===== config.mk =====
export PLATFORM = sky130hd
export DESIGN_NAME = ram_port_arbiter
export DESIGN_NICKNAME = d
export VERILOG_FILES = /design/src/rtl/ram_port_arbiter.sv
export SDC_FILE = /design/constraint.sdc
export NUM_CORES = 1
export LEC_CHECK = 0
export CORE_AREA = 3 3 159 161
export DETAILED_ROUTE_END_ITERATION = 7
export DIE_AREA = 0 0 162 164
export SYNTH_ARGS = -nofsm -noshare
export SYNTH_HDL_FRONTEND = slang
export SYNTH_SLANG_ARGS = --single-unit

===== constraint.sdc =====
create_clock -name CLK -period 1.9 [get_ports CLK]
set_input_delay 0.38 -clock CLK [delete_from_list [all_inputs] [get_ports CLK]]
set_output_delay 0.38 -clock CLK [all_outputs]
set_load 0.01 [all_outputs]

===== src/rtl/ram_port_arbiter.sv =====
// Round-robin arbiter sharing one RAM port among NREQ cache clients, with a
// burst lock per grant and abort of a grant on a persistent RAM ERROR.
module ram_port_arbiter #(
    parameter int NREQ      = 4,
    parameter int BLK_WORDS = 2,
    parameter int ERR_LIMIT = 8
) (
    input  logic                    CLK,
    input  logic                    RST,
    input  logic [NREQ-1:0]         req_ren,
    input  logic [NREQ-1:0]         req_wen,
    input  logic [NREQ-1:0]         req_burst,
    input  logic [NREQ*32-1:0]      req_addr,
    input  logic [NREQ*32-1:0]      req_store,
    output logic [NREQ-1:0]         req_wait,
    output logic [31:0]             req_load,
    output logic [$clog2(NREQ)-1:0] grant_id,
    output logic                    busy,
    output logic                    err_abort,
    output logic                    ramREN,
    output logic                    ramWEN,
    output logic [31:0]             ramaddr,
    output logic [31:0]             ramstore,
    input  logic [31:0]             ramload,
    input  logic [1:0]              ramstate
);
    localparam int IDW = $clog2(NREQ);
    localparam int BW  = $clog2(BLK_WORDS + 1);
    localparam int EW  = (ERR_LIMIT > 1) ? $clog2(ERR_LIMIT) : 1;
    localparam logic [BW-1:0] BEAT_MAX  = BW'(BLK_WORDS);
    localparam logic [EW-1:0] ERR_LAST  = EW'(ERR_LIMIT - 1);
    localparam logic [1:0]    RS_ACCESS = 2'd2;
    localparam logic [1:0]    RS_ERROR  = 2'd3;

    typedef enum logic [1:0] {
        ST_IDLE    = 2'd0,
        ST_GRANT   = 2'd1,
        ST_RELEASE = 2'd2
    } state_t;

    state_t          state_q;
    logic [IDW-1:0]  ptr_q;
    logic [IDW-1:0]  grant_q;
    logic [BW-1:0]   beat_q;
    logic [BW-1:0]   beat_d;
    logic [EW-1:0]   errcnt_q;
    logic [EW-1:0]   errcnt_d;
    logic [IDW-1:0]  winner_s;
    logic [IDW-1:0]  scan_s;
    logic            found_s;
    logic [NREQ-1:0] act_s;
    logic            g_ren_s;
    logic            g_wen_s;
    logic            g_burst_s;
    logic            idle_req_s;
    logic            access_s;
    logic            error_s;
    logic            abort_s;
    logic            release_s;

    assign act_s      = req_ren | req_wen;
    assign g_ren_s    = req_ren[grant_q];
    assign g_wen_s    = req_wen[grant_q];
    assign g_burst_s  = req_burst[grant_q];
    assign idle_req_s = !g_ren_s && !g_wen_s;
    assign access_s   = (state_q == ST_GRANT) && (ramstate == RS_ACCESS);
    assign error_s    = (state_q == ST_GRANT) && (ramstate == RS_ERROR);
    assign abort_s    = error_s && (errcnt_q == ERR_LAST);
    assign req_load   = ramload;
    assign grant_id   = grant_q;
    assign busy       = (state_q != ST_IDLE);
    assign err_abort  = abort_s;

    // Round-robin scan: first active client starting at ptr_q.
    always_comb begin
        winner_s = ptr_q;
        found_s  = 1'b0;
        scan_s   = ptr_q;
        for (int k = 0; k < NREQ; k++) begin
            scan_s = ptr_q + IDW'(k);
            if (!found_s && act_s[scan_s]) begin
                found_s  = 1'b1;
                winner_s = scan_s;
            end else begin
                found_s  = found_s;
            end
        end
    end

    // Beat/error counters and the grant-release decision.
    always_comb begin
        if (access_s && (beat_q != BEAT_MAX)) begin
            beat_d = beat_q + BW'(1);
        end else begin
            beat_d = beat_q;
        end
        if (error_s) begin
            errcnt_d = errcnt_q + EW'(1);
        end else if (state_q == ST_GRANT) begin
            errcnt_d = '0;
        end else begin
            errcnt_d = errcnt_q;
        end
        // A burst owner keeps the port until the full block has moved.
        if (abort_s) begin
            release_s = 1'b1;
        end else if (g_burst_s) begin
            release_s = idle_req_s && (beat_q == BEAT_MAX);
        end else begin
            release_s = idle_req_s || access_s;
        end
    end

    // RAM-side and client-side drive, decoded from the registered grant state.
    always_comb begin
        req_wait = '1;
        ramREN   = 1'b0;
        ramWEN   = 1'b0;
        ramaddr  = '0;
        ramstore = '0;
        if (state_q == ST_GRANT) begin
            ramaddr           = req_addr[{grant_q, 5'd0} +: 32];
            ramstore          = req_store[{grant_q, 5'd0} +: 32];
            ramWEN            = g_wen_s;
            ramREN            = g_ren_s && !g_wen_s;
            req_wait[grant_q] = (ramstate != RS_ACCESS);
        end else begin
            req_wait = '1;
        end
    end

    // Arbitration FSM.
    always_ff @(posedge CLK) begin
        if (RST) begin
            state_q  <= ST_IDLE;
            ptr_q    <= '0;
            grant_q  <= '0;
            beat_q   <= '0;
            errcnt_q <= '0;
        end else begin
            case (state_q)
                ST_IDLE: begin
                    if (found_s) begin
                        state_q  <= ST_GRANT;
                        grant_q  <= winner_s;
                        beat_q   <= '0;
                        errcnt_q <= '0;
                    end else begin
                        state_q  <= ST_IDLE;
                    end
                end
                ST_GRANT: begin
                    beat_q   <= beat_d;
                    errcnt_q <= errcnt_d;
                    if (release_s) begin
                        state_q <= ST_RELEASE;
                    end else begin
                        state_q <= ST_GRANT;
                    end
                end
                ST_RELEASE: begin
                    ptr_q   <= grant_q + IDW'(1);
                    state_q <= ST_IDLE;
                end
                default: begin
                    state_q <= ST_IDLE;
                end
            endcase
        end
    end
endmodule


-- Yosys cells after proc, flatten, opt, wreduce, memory -nomap -nowiden
Cells that the tools add are included.
- multiplexer cells: 39
- order comparisons: 6
- eq/ne operators: 10
- bitwise operators: 3
- multipliers: 0
- shifts and indexed selects: 2
- $add $sub $neg: 6
- reduce and logical (&&, ||, !) cells: 23
- div/mod/pow operators: 0
- operators by type and width (operator ; number):
    128-bit by 8-bit variable part select with 32-bit output ; 2
    32-bit 2-to-1 mux ; 2
    1-bit 2-to-1 mux ; 17
    2-bit by 3-bit less-than comparator with 1-bit output (second input constant) ; 5
    1-bit binary-select mux with 2-bit select ; 7
    2-bit 2-to-1 mux ; 6
    1-bit logical AND ; 11
    2-bit == test (second input constant) ; 4
    4-bit OR ; 2
    2-bit case mux with 2 select lines ; 2
    2-bit by 1-bit adder with 2-bit output (second input constant) ; 3
    3-bit 2-to-1 mux ; 2
    2-bit inequality test (second input constant) ; 3
    3-bit case mux with 2 select lines ; 1
    1-bit logical NOT ; 5
    2-bit adder (second input constant) ; 2
    4-bit 2-to-1 mux ; 1
    4-bit NOT ; 1
    2-bit AND reduction ; 2
    2-bit nonzero test ; 2
    3-bit by 1-bit adder with 3-bit output (second input constant) ; 1
    3-bit == test (second input constant) ; 1
    3-bit AND reduction ; 1
    1-bit demux with 2-bit select ; 1
    5 further kinds ; 5
- word-level logic and storage cells: 94
- latch bits: 0
- ROM bits: 0
- bits of input ports: 304
- memories kept: 0
- output and inout port bits: 106
- register bits after elaboration: 11
- memory bits (writable): 0

-- Logic depth before layout (Yosys ltp)
Gate-level depths: netlist of run 1.
- word-level depth: 15
- mapped depth: 6
- gate-level depth less buffers: 6

-- Least setup slack after synthesis of run 1
OpenSTA, ideal clock, no wires.
- kind: register -> output
- start point: register grant_q[0], in the netlist grant_id[0]
- end point: output port ramaddr[0]
- arrival: 1.573 ns
- setup slack: -0.053 ns
- stages on the path, launching flop included: 5
- required time: 1.520 ns
- path buffers: 2
- cells stage by stage: dfxtp_1 buf_6 buf_2 mux4_2 and2_1
- word-level cells in the longest chain between the ends: 2
- ends and longest elaborated chain (element ; RTL line ; source):
    start, declared ; 43 ; logic [IDW-1:0] grant_q;
    start signal, assigned ; 145 ; grant_q <= winner_s;
    128-bit by 8-bit variable part select with 32-bit output ; 122 ; ramaddr = req_addr[{grant_q, 5'd0} +: 32];
    32-bit 2-to-1 mux ; 121 ; if (state_q == ST_GRANT) begin
    end, declared ; 22 ; output logic [31:0] ramaddr,
Every way passes these cells.

-- Worst setup path in the final report of run 1
- start point: register grant_q[0], in the netlist grant_id[0]
- end point: output port ramstore[31]
- word-level cells in the longest chain between the ends: 2
- ends and longest elaborated chain (element ; RTL line ; source):
    128-bit by 8-bit variable part select with 32-bit output ; 123 ; ramstore = req_store[{grant_q, 5'd0} +: 32];
    32-bit 2-to-1 mux ; 121 ;
    end, declared ; 23 ; output logic [31:0] ramstore,
Every way passes these cells.

==> results of run 1 <==
[sequential cells by signal, summed over array words and instances, names as in the netlist]
signal,cells
ptr_q,2
beat_q,2
state_q,2
errcnt_q,3
grant_id,2
[routing by layer]
metal	track usage, %	vias up
met1	15.0	1806
met5	0	-
met4	1.82	0
met3	2.72	8
met2	21.4	210
li1	-	1747
[worst paths after layout]
path	start	end	slack (ns)	cells past startpoint
worst max-delay path	grant_id[0]$_SDFFE_PP0P_	ramstore[31]	-0.29	6
worst min-delay path	beat_q[0]$_SDFFE_PP0P_	beat_q[0]$_SDFFE_PP0P_	0.46	2
worst max register to register	grant_id[0]$_SDFFE_PP0P_	state_q[0]$_SDFF_PP0_	0.08	7
worst min register to register	beat_q[0]$_SDFFE_PP0P_	beat_q[0]$_SDFFE_PP0P_	0.46	2
[repair_timing]
action | CTS | global route
cloned | 2 | 0
endpoints found under the setup margin | 72 | 71
buffers inserted | 19 | 6
hold buffers | 0 | 0
resized for setup | 352 | 65
pin swaps | 63 | 3
[synthesized netlist by cell type (5+ instances only)]
cell	count	share of area, %
ha_1	7	2.9
nor2_1	12	1.5
nand2_1	6	0.74
buf_4	33	8.1
buf_2	8	1.3
nand2b_1	5	1.0
mux2i_1	5	1.6
clkbuf_1	11	1.4
dfxtp_1	11	7.2
and2_1	65	13
mux4_2	67	50
inv_1	5	0.62
a21oi_1	5	0.82
[power by group through the flow]
stage / Combinational [mW] / Sequential [mW] / Clock (mW)
after floorplan: 1.99 / 0.295 / 0
after global placement: 4.34 / 0.315 / 0
after detailed placement: 4.36 / 0.316 / 0
after CTS: 4.47 / 0.316 / 0.393
after global routing: 5.14 / 0.320 / 0.406
final: 4.81 / 0.315 / 0.388
[placed cells by master, fill, tap and decap left out, types with 8 or more instances in the layout]
master           instances
buf_12                  13
nor2_1                  12
buf_2                   25
buf_8                    8
clkdlybuf4s50_1        269
buf_6                   57
and2_1                  26
buf_4                   26
mux4_2                  67
dfxtp_1                  9
and2_4                  39
[stage by stage]
step | hold WS [ns] | util (%)
2_1_floorplan | 0.444 | -
3_3_place_gp | 0.452 | 28.8
3_5_place_dp | 0.456 | 28.8
4_1_cts | 0.461 | 30.0
5_1_grt | 0.502 | 31.0
6_report | 0.459 | 31.0
[layout make-up]
type                       instances  area (um^2)  share of cell area, %
multi-input combinational        203         2570                   34.4
sequential                        11          228                   3.05
timing repair buffer             408         4150                   55.7
clock buffer                       4         78.8                   1.06
inverter                           5         26.3                  0.352
tap                              324          405                   5.43
[cells by family (layout without fill, tap and decap cells)]
logic type | Yosys count | in the layout
AO/OA/AOI/OAI | 18 | 18
adder cells (fa/ha/maj) | 7 | 7
buffers and inverters | 61 | 417
flip-flops | 11 | 11
multiplexers | 73 | 73
AND/OR/NAND/NOR | 105 | 105
[worst max-delay path, stage by stage (launching register included)]
cell,delay (ns)
dfxtp_4,0.41
buf_4,0.14
buf_8,0.11
buf_6,0.10
mux4_2,0.53
and2_4,0.16
buf_6,0.12
==> metrics.txt, run 1 <==
status=complete, but fails checks; violated checks=negative setup slack; antenna cells=0; DRC=0; vias in the first global route=3900; Period Utilization, post-route=115%; clock transition at the registers of the reported paths=0.04 ns; clock skew=0.00239 ns; Die Wd=162 um; die area=26600 um^2; post-synthesis adder-cell area fraction=around 2.9%; worst rel slew slack=roughly 83%; I/O pin count=410; Worst EP required=1.52 ns; Compound-Gate Fraction of Synth Area=4.27%; sw frac=36.2%; drt pass-1 iters=4; Worst VDD drop=between 300 and 400 uV; Setup WS pre-CTS=-0.554 ns; Final Net Count=943; initial cell density of the core=12.6%; drt via density=3.95; Congestion Overflow GR=0; Async S/R FF share, synth=0%; sequential share of the synthesized area=under 10%; mux share of post-synthesis cell area=51.6%; gp weighted congestion=~0.8; Longest Clk Path Bufs=2; Initial DRC Count=130; most frequently used flop master after synthesis=dfxtp_1; first-pass GRT wire length=24500 um; Layout Cells excl Fill=~960; initial antenna violation count=0; Sink Count=11; Worst Path Arrival=1.81 ns; share of layout cells above drive strength 1=about two fifths; Syn Inst Count=275; HPWL Detailed=15000 um; Cells after DPL=929; routed wl met2=9090 um; fin crit period=approximately 2.2 ns; Slew @ Worst Pin=0.255 ns; total power=5.51 mW; DR vias=3771; kind of critical path=flop to output port; design area=7460 um^2; largest net degree at the start of global routing=37; later-pin clock latency in the skew report=0.24 ns; synthesized netlist net count=586; M1 WL=6810 um; detailed-route wire length per cell=about 18 um; Placed Area=around 6900 um^2; met3 wire len=roughly 1500 um; Synth Area in Simple Gates=slightly above 20%; Synth Area in XOR/XNOR=0%; P_int=about 3.5 mW; Fmax=between 400 and 500 MHz; Fin. Hold Viols=0; class of the worst hold path=flop to flop; share of total power in the clock network=7.0%; CTS tree=built; YS warnings=0; RSZ-0062 raised after global routing=yes; H-tree depth=1; Core Region=24100 um^2; Unique masters post-synth=38; Mean Syn Cell Area=11.1 um^2; Num CTS Buffers=3; crit path launch type=flop; Final Worst Setup Slack=-0.289 ns; post-route ant nets=0; Seq cells post-synth=11; Comb power frac=87.3%; critical path peak fanout=5; fin. max-slew vios=0; PortBufs=345; Post-synth EDFFs=0; Root Driver=clkbuf_16; setup TNS=-12.89 ns; num rows=57; Max Cap Violations=0; Flop pwr share=5.7%; Die H=164 um; final setup vio count=66; static leakage=2.84 nW; NetSw=1.99 mW; crit end category=output port; Layout area overhead=145%; GRT Total Usage=11.9%; DR top layer=met4; filler cell count=2534; Synth Cell Area=a little over 3000 um^2; main combinational cell family by area after synthesis=multiplexers; pwr/cell area=739 nW/um^2; total wire length=17600 um
Note: power is estimated with default switching activity, not from simulation.
==> run 2: changes to the inputs <==
--- a/config.mk
+++ b/config.mk
@@ -8,6 +8,7 @@
 export CORE_AREA = 3 3 159 161
 export DETAILED_ROUTE_END_ITERATION = 7
 export DIE_AREA = 0 0 162 164
+export GPL_ROUTABILITY_DRIVEN = 0
 export SYNTH_ARGS = -nofsm -noshare
 export SYNTH_HDL_FRONTEND = slang
 export SYNTH_SLANG_ARGS = --single-unit
==> constraint.sdc (replaced) <==
create_clock -name CLK -period 1.9 [get_ports CLK]
set_input_delay 0.38 -clock CLK [delete_from_list [all_inputs] [get_ports CLK]]
set_output_delay 0.38 -clock CLK [all_outputs]
set_load 0.005 [all_outputs]
==> metrics.txt, run 2 (same netlist as run 1, synthesis figures left out) <==
Die H=roughly 160 um; Final Net Count=between 900 and 1000; Final Worst Setup Slack=-0.287 ns; class of the worst hold path=flop to flop; DRC=0; Period Utilization, post-route=115%; DR vias=3969; commonest cells after routing, fill and taps aside=clkdlybuf4s50_1 (271), buf_6 (72), mux4_2 (67), and2_4 (46), buf_4 (45); Setup crit start=grant_id[0]$_SDFFE_PP0P_; hold slack=0.465 ns; Cells after DPL=939; GRT Total Usage=a little over an eighth; PortBufs=between 300 and 400; worst rel slew slack=approximately 78%; crit path launch type=flop; Fin. Hold Viols=0; initial antenna violation count=2; status=complete, but fails checks; Sink Count=11; initial cell density of the core=approximately an eighth; later-pin clock latency in the skew report=0.23 ns; Worst R2R Path Depth=8; HPWL Detailed=about 15000 um; Max Cap Violations=0; crit end category=output port; violated checks=negative setup slack; worst reg2reg setup slack=0.07 ns; drt via density=around 4; H-tree depth=1; fin crit period=2.19 ns; Worst Path Arrival=1.81 ns; Longest Clk Path Bufs=2; pwr/cell area=750 nW/um^2; Congestion Overflow GR=0; Slew @ Worst Pin=0.334 ns; die area=26600 um^2; Core Region=24100 um^2; Fmax=457 MHz; CTS tree=built; post-route ant nets=0; Hold Path Depth=2; Num CTS Buffers=3; critical path peak fanout=7; kind of critical path=flop to output port; vias in the first global route=roughly 4200; Largest register FFs=3; antenna cells=0; Largest Register=errcnt_q; Worst EP required=roughly 1.5 ns; RSZ-0062 raised after global routing=yes; clock skew=between 0.0006 and 0.0007 ns; Critical R2R Capture=state_q[0]$_SDFF_PP0_; fin. max-slew vios=0; final setup vio count=66; Worst VDD drop=roughly 340 uV; commonest non-fill, non-tap cell in the layout=clkdlybuf4s50_1; Worst Min Path Start=beat_q[0]$_SDFFE_PP0P_; filler cell count=2476; clock transition at the registers of the reported paths=approximately 0.040 ns; WHS Endpoint=beat_q[0]$_SDFFE_PP0P_; num rows=57; reg2reg start=grant_id[0]$_SDFFE_PP0P_; drt pass-1 iters=4; Die Wd=162 um; total wire length=18800 um; Layout area overhead=159%; static leakage=3.08 nW; I/O pin count=410; Initial DRC Count=118; first-pass GRT wire length=roughly 26000 um; largest net degree at the start of global routing=38; detailed-route wire length per cell=18.9 um; share of layout cells above drive strength 1=45.8%; Root Driver=clkbuf_16; Layout Cells excl Fill=994
## run 2: cell count changes in the layout (fill, tap and decap cells not counted), sizes merged
cell           before  now
clkdlybuf4s15       2    0
buf               130  163
bufbuf              0    3
dlygate4sd2         5    2
clkbuf              4   11
dlymetal6s2s        2    1
clkdlybuf4s50     269  271
## run 2: critical path, cell delays in order, from the launching register on
cell and delay, ns:
dfxtp_4 0.37, buf_12 0.15, buf_12 0.13, mux4_2 0.52, buf_6 0.14, and2_4 0.14
buf_6 0.11
## run 2: cell type report
type	instances	area [um^2]	share of cell area, %
multi-input cells	203	2570	32.7
inverters	5	23.8	0.301
well taps	324	405	5.14
flip-flops and latches	11	228	2.89
clock buffers	4	78.8	1.00
repair buffers	447	4570	58.0
## run 2: report_power, final
group / leakage, nW / internal, mW / total (mW) / switching [mW]
Sequential: 0.0909 / 0.269 / 0.303 / 0.0343
Clock: 0.0382 / 0.280 / 0.371 / 0.0901
Combinational: 2.95 / 3.44 / 5.24 / 1.80
Total: 3.08 / 3.99 / 5.92 / 1.93
## run 2: through the flow
stage	area (um^2)	worst slack (ns)	setup TNS [ns]	power, mW	util [%]
2_1_floorplan	3040	0.0110	0	2.05	-
3_3_place_gp	7040	-0.540	-25.43	4.60	29.2
3_5_place_dp	7040	-0.542	-25.95	4.60	29.2
4_1_cts	7820	-0.348	-16.80	5.78	32.5
5_1_grt	7890	-0.332	-15.78	6.32	32.7
6_report	7890	-0.287	-12.61	5.92	32.7
## run 2: worst max path at each step
stage	to	cells past startpoint
2_1_floorplan	ramaddr[0]	4
3_3_place_gp	ramaddr[6]	4
3_5_place_dp	ramaddr[6]	4
4_1_cts	ramstore[8]	7
5_1_grt	ramWEN	6
6_report	ramWEN	6
## run 2: layer usage
layer	share of wire (%)	vias up	GRT usage, %
met5	0.11	-	0
met4	0.39	4	0.853
met3	7.9	10	3.53
met2	53	190	24.5
met1	39	1936	15.6
li1	-	1829	-
## run 2: repair_timing
action | in CTS | in global routing
cloned | 5 | 0
hold buffers | 0 | 0
gates resized for setup | 382 | 67
hold endpoints to repair | 0 | 0
setup endpoints to repair | 71 | 70
pin swaps | 53 | 15
setup buffers | 49 | 12
==> variant 1, RTL diff (settings of run 1) <==
`ERR_LIMIT`: 8 -> 16.
--- a/src/rtl/ram_port_arbiter.sv
+++ b/src/rtl/ram_port_arbiter.sv
@@ -5,3 +5,3 @@
     parameter int BLK_WORDS = 2,
-    parameter int ERR_LIMIT = 8
+    parameter int ERR_LIMIT = 16
 ) (
Behaviour: not the same (Yosys sat finds a counterexample within 10 cycles, from zero or initial values and one cycle with RST high).
==> variant 1 against run 1 <==
- the flow still finishes with violations (negative setup slack)
- global-route usage rose by 1.4 points
- register-to-register slack worse by 0.17 ns
- sequential cell count rose by 1
- final area rose by 5.6%
- first-iteration DRC count rose by 52%
- clock power increased by 14%
- total power decreased by 22%
- via count increased by 10%
- critical path depth unchanged
- routed wire length increased by 11%
- worst setup slack worse by 0.045 ns
- synthesized area increased by 2.5%
- synthesized cell count is 6.2% higher
- critical endpoint is now ramaddr[4]
- highest routed layer unchanged
==> variant 1: results (changes against run 1) <==
complex-gate fraction of the synthesized area=0.0733 (was 0.0427); number of global-route vias before repair=4417 (was 3900); status=complete, but fails checks (unchanged); fraction of layout cells with a size suffix above 1=0.451 (was 0.407); Syn Nets=602 (was 586); CTS clk-pin slew, worst paths=0.05 ns; Post-synth top flop=dfxtp_1 (unchanged); Critical Path Source=grant_id[0] (unchanged); sequential power share=0.074 (was 0.057); Post-synth ARST share=0 (unchanged); Placed Area=0.00711 sq mm (was 0.00695 sq mm); synth warn=0 (unchanged); Vias=4159 (was 3771); root buf cell=clkbuf_16 (unchanged); synth cell count leaders=mux4_2 (66), and3_1 (65), buf_4 (36), clkbuf_1 (20), nor2_1 (14) (was mux4_2 (67), and2_1 (65), buf_4 (33), nor2_1 (12)); multiplexer area fraction after synthesis=0.488 (was 0.516); reg2reg start=grant_id[0] (unchanged); initial DRC count=198 (was 130); Antenna diodes=0 (unchanged); CTS Buf Count=3 (unchanged); Synth area leaders=mux4_2 (48%), and3_1 (13%), buf_4 (8.7%), dfxtp_1 (7.7%), clkbuf_1 (2.4%) (was mux4_2 (50%), and2_1 (13%), buf_4 (8.1%), dfxtp_1 (7.2%), ha_1 (2.9%)); Sw Ratio=0.339 (was 0.362); fill count=2512 (was 2534); clk pwr=0.000442 W (was 0.000388 W); dpl hpwl=16000 microns (was 15000 microns); r2r setup slk=-0.09 ns (was 0.08 ns); Hold Startpoint=beat_q[1] (was beat_q[0]); Setup-failing EPs final=68 (was 66); Data arrival, critical path=1.85 ns (was 1.81 ns); maximum fanout along the worst path=8 (was 5); Clock Skew=0.00167 ns (was 0.00239 ns); Leak Pwr=2.95 nW (was 2.84 nW); antenna violations before repair=0 (unchanged); Hold Crit Depth=2 (unchanged); max FFs per register=4 (was 3); FF-to-FF End=state_q[1] (was state_q[0]); largest net degree at the start of global routing=39 (was 37); peak supply drop=462 uV (was 325 uV); failing checks=negative setup slack (unchanged); H-tree depth=1 (unchanged); total power=0.00430 W (was 0.00551 W); I/O Buffers=345 (unchanged); Post-Synth XOR/XNOR Area=0 (unchanged); clk_lat worst skew=0.24 ns (about the same); fin worst setup slack=-0.334 ns (was -0.289 ns); relative slew slack=0.795 (was 0.829); Most flops, register=errcnt_q (unchanged); Initial DRT Pass Iterations=4 (unchanged); drt wl/cell=20.1 microns (was 18.4 microns); Adder-Cell Fraction of Synth Area=0.0240 (was 0.0288); worst hold endpoint=beat_q[1] (was beat_q[0]); gpl congestion=0.855 (was 0.797); Register-to-Register Path Depth=8 (was 7); Global Route Usage Sum=0.134 (was 0.119); Unique masters post-synth=45 (was 38); Max clock buf depth=2 (unchanged); post-synthesis sequential area ratio=0.0770 (was 0.0723); first-pass GRT wire length=27300 microns (was 24500 microns); worst hold path class=reg2reg (unchanged); Nets=958 (was 943)
variant 1: worst max-delay path by stage:
stage	cells past startpoint	slack, ns	endpoint
3_5_place_dp	5	-0.96	ramREN
3_3_place_gp	5	-0.97	ramREN
6_report	6	-0.33	ramaddr[4]
5_1_grt	6	-0.37	ramaddr[4]
2_1_floorplan	4	-0.007	ramstore[10]
4_1_cts	6	-0.34	ramaddr[27]
variant 1: per-layer routing:
| layer | GRT usage | vias up | routed length (microns) |
|---|---|---|---|
| li1 | - | 1872 | - |
| met1 | 0.159 | 2021 | 7470 |
| met2 | 0.249 | 250 | 10100 |
| met3 | 0.0328 | 16 | 1680 |
| met4 | 0.0194 | 0 | 279 |
| met5 | 0 | - | 0 |
variant 1: final cells by class:
| type | instances | area share |
|---|---|---|
| repair buffers | 416 | 0.543 |
| multi-input cells | 208 | 0.358 |
| well taps | 324 | 0.0514 |
| flip-flops and latches | 12 | 0.0316 |
| clock buffers | 4 | 0.0113 |
| inverters | 7 | 0.00397 |
variant 1: stage by stage:
stage	hold WS, ns	setup slack, ns	setup TNS, ns	instances	utilization
2_1_floorplan	0.446	-0.00732	-0.146	292	-
3_3_place_gp	0.454	-0.970	-33.63	944	0.295
3_5_place_dp	0.467	-0.959	-33.68	944	0.295
4_1_cts	0.473	-0.345	-18.18	964	0.312
5_1_grt	0.498	-0.371	-18.75	971	0.327
6_report	0.470	-0.334	-15.71	971	0.327
variant 1: repair_timing:
item / CTS / global route
pin swaps: 37 / 11
resized for setup: 380 / 84
gates cloned: 4 / 0
setup endpoints to repair: 82 / 80
buffers inserted: 14 / 11
variant 1: critical path: stages (launching register included):
cell     delay [ns]
dfxtp_4        0.38
buf_12         0.12
buf_12         0.13
buf_12         0.14
mux4_2         0.50
and3_4         0.21
buf_6          0.12
==> variant 2, RTL diff (config.mk and constraints of run 1) <==
Without the edit above. Reset style: asynchronous (`RST`), changed in one clocked block.
--- a/src/rtl/ram_port_arbiter.sv
+++ b/src/rtl/ram_port_arbiter.sv
@@ -132,3 +132,3 @@
     // Arbitration FSM.
-    always_ff @(posedge CLK) begin
+    always_ff @(posedge CLK or posedge RST) begin
         if (RST) begin
Formal check against the unedited RTL: differs if RST is asserted again (counterexample within 4 cycles, from zero or initial values and one cycle with RST high); with RST held inactive, the same outputs for 10 cycles.
==> variant 2 against run 1 <==
- the run still ends with negative setup slack left
- sequential share of layout area up 0.76 points
- global-route usage is 0.34 points higher
- clock power barely moved
- routed wire length is 1.6% higher
- total power is 54% higher
- final area is 0.45% lower
- synthesized area shrank 0.45%
- sequential cell count unchanged
- cell count fell by 0.42%
- worst setup slack worse by 0.091 ns
==> variant 2: results (changes against run 1) <==
failing checks=negative setup slack (unchanged); met1 Use GR=0.154 (was 0.150); status=complete, but fails checks (unchanged); Clock Skew=0.00207 ns (was 0.00239 ns); Post-Synthesis Cells=272 (was 275); Met3 Routed Length=1710 microns (was 1540 microns); Logic power comb=0.00767 W (was 0.00481 W); GRT met3 Usage=0.0414 (was 0.0272); Unique masters post-synth=36 (was 38); Total Wirelength=17800 microns (was 17600 microns); synth cell count leaders=and2_1 (66), mux4_2 (66), buf_4 (32), nand2_1 (14) (was mux4_2 (67), and2_1 (65), buf_4 (33), nor2_1 (12)); complex-gate fraction of the synthesized area=0.0417 (was 0.0427); met1 WL=7070 microns (was 6810 microns); worst slack, placed=-0.536 ns (was -0.554 ns); Register-to-Register Path Depth=8 (was 7); Adder-Cell Fraction of Synth Area=0.0289 (was 0.0288); met2 usage=0.210 (was 0.214); fin worst setup slack=-0.381 ns (was -0.289 ns); Setup-failing EPs final=71 (was 66); Syn Nets=583 (was 586); antenna violations before repair=4 (was 0); Synth area leaders=mux4_2 (49%), and2_1 (14%), dfrtp_1 (9.1%), buf_4 (7.9%), ha_1 (2.9%) (was mux4_2 (50%), and2_1 (13%), buf_4 (8.1%), dfxtp_1 (7.2%), ha_1 (2.9%)); first-pass GRT wire length=24900 microns (was 24500 microns); number of global-route vias before repair=3979 (was 3900); Nets=937 (was 943); worst hold path class=in2async (was reg2reg); TNS Setup=-18.89 ns (was -12.89 ns); Top Layer Used=met5 (was met4); Global Route Usage Sum=0.123 (was 0.119); Leak Pwr=2.92 nW (was 2.84 nW); smallest hold slack=0.446 ns (was 0.459 ns); Worst-Margin Slew=0.450 ns (was 0.255 ns); sequential power=0.000421 W (was 0.000315 W); Post-synth ARST share=1.00 (was 0); FF-to-FF End=state_q[0] (unchanged); Placed Cells=927 (was 929); gpl congestion=0.818 (was 0.797); dpl hpwl=15000 microns (about the same); critical path's top delay family=flip-flops (was multiplexers); Net Switching=0.00311 W (was 0.00199 W); Placed Area=0.00696 sq mm (was 0.00695 sq mm); met2 wire length=8840 microns (was 9090 microns); largest net degree at the start of global routing=36 (was 37); Slowest cell on crit path=dfrtp_4 (was mux4_2); post-synthesis sequential area ratio=0.0908 (was 0.0723); drt wl/cell=18.8 microns (was 18.4 microns); Vias=3764 (was 3771)
-- variant 2: cell count changes after synthesis, sizes merged, moves of 3 or more --
cell,run 1,this run
nor2,12,7
dfrtp,0,11
nand2,6,14
a21oi,5,1
dfxtp,11,0
nand2b,5,2
inv,5,8
-- variant 2: worst reg2reg max path: cells and delay by family (launching register included) --
| family | cells | cell delay (ns) |
|---|---|---|
| compound gates | 2 | 0.23 |
| buf+inv | 5 | 0.70 |
| flops | 1 | 0.51 |
| mux | 1 | 0.46 |
-- variant 2: repair_timing --
action                     4_1_cts  5_1_grt
pin swaps                       59       10
cloned                           3        0
setup endpoints to repair       76       77
gates resized for setup        362       66
buffers inserted                14        5
-- variant 2: layout make-up --
cell class | count | area (sq um)
fill | 2548 | 16700
timing repair buffer | 404 | 4050
multi-input combinational | 197 | 2570
tap | 324 | 405
sequential | 11 | 283
clock buffer | 4 | 78.8
inverter | 9 | 35.0
antenna | 2 | 5.00
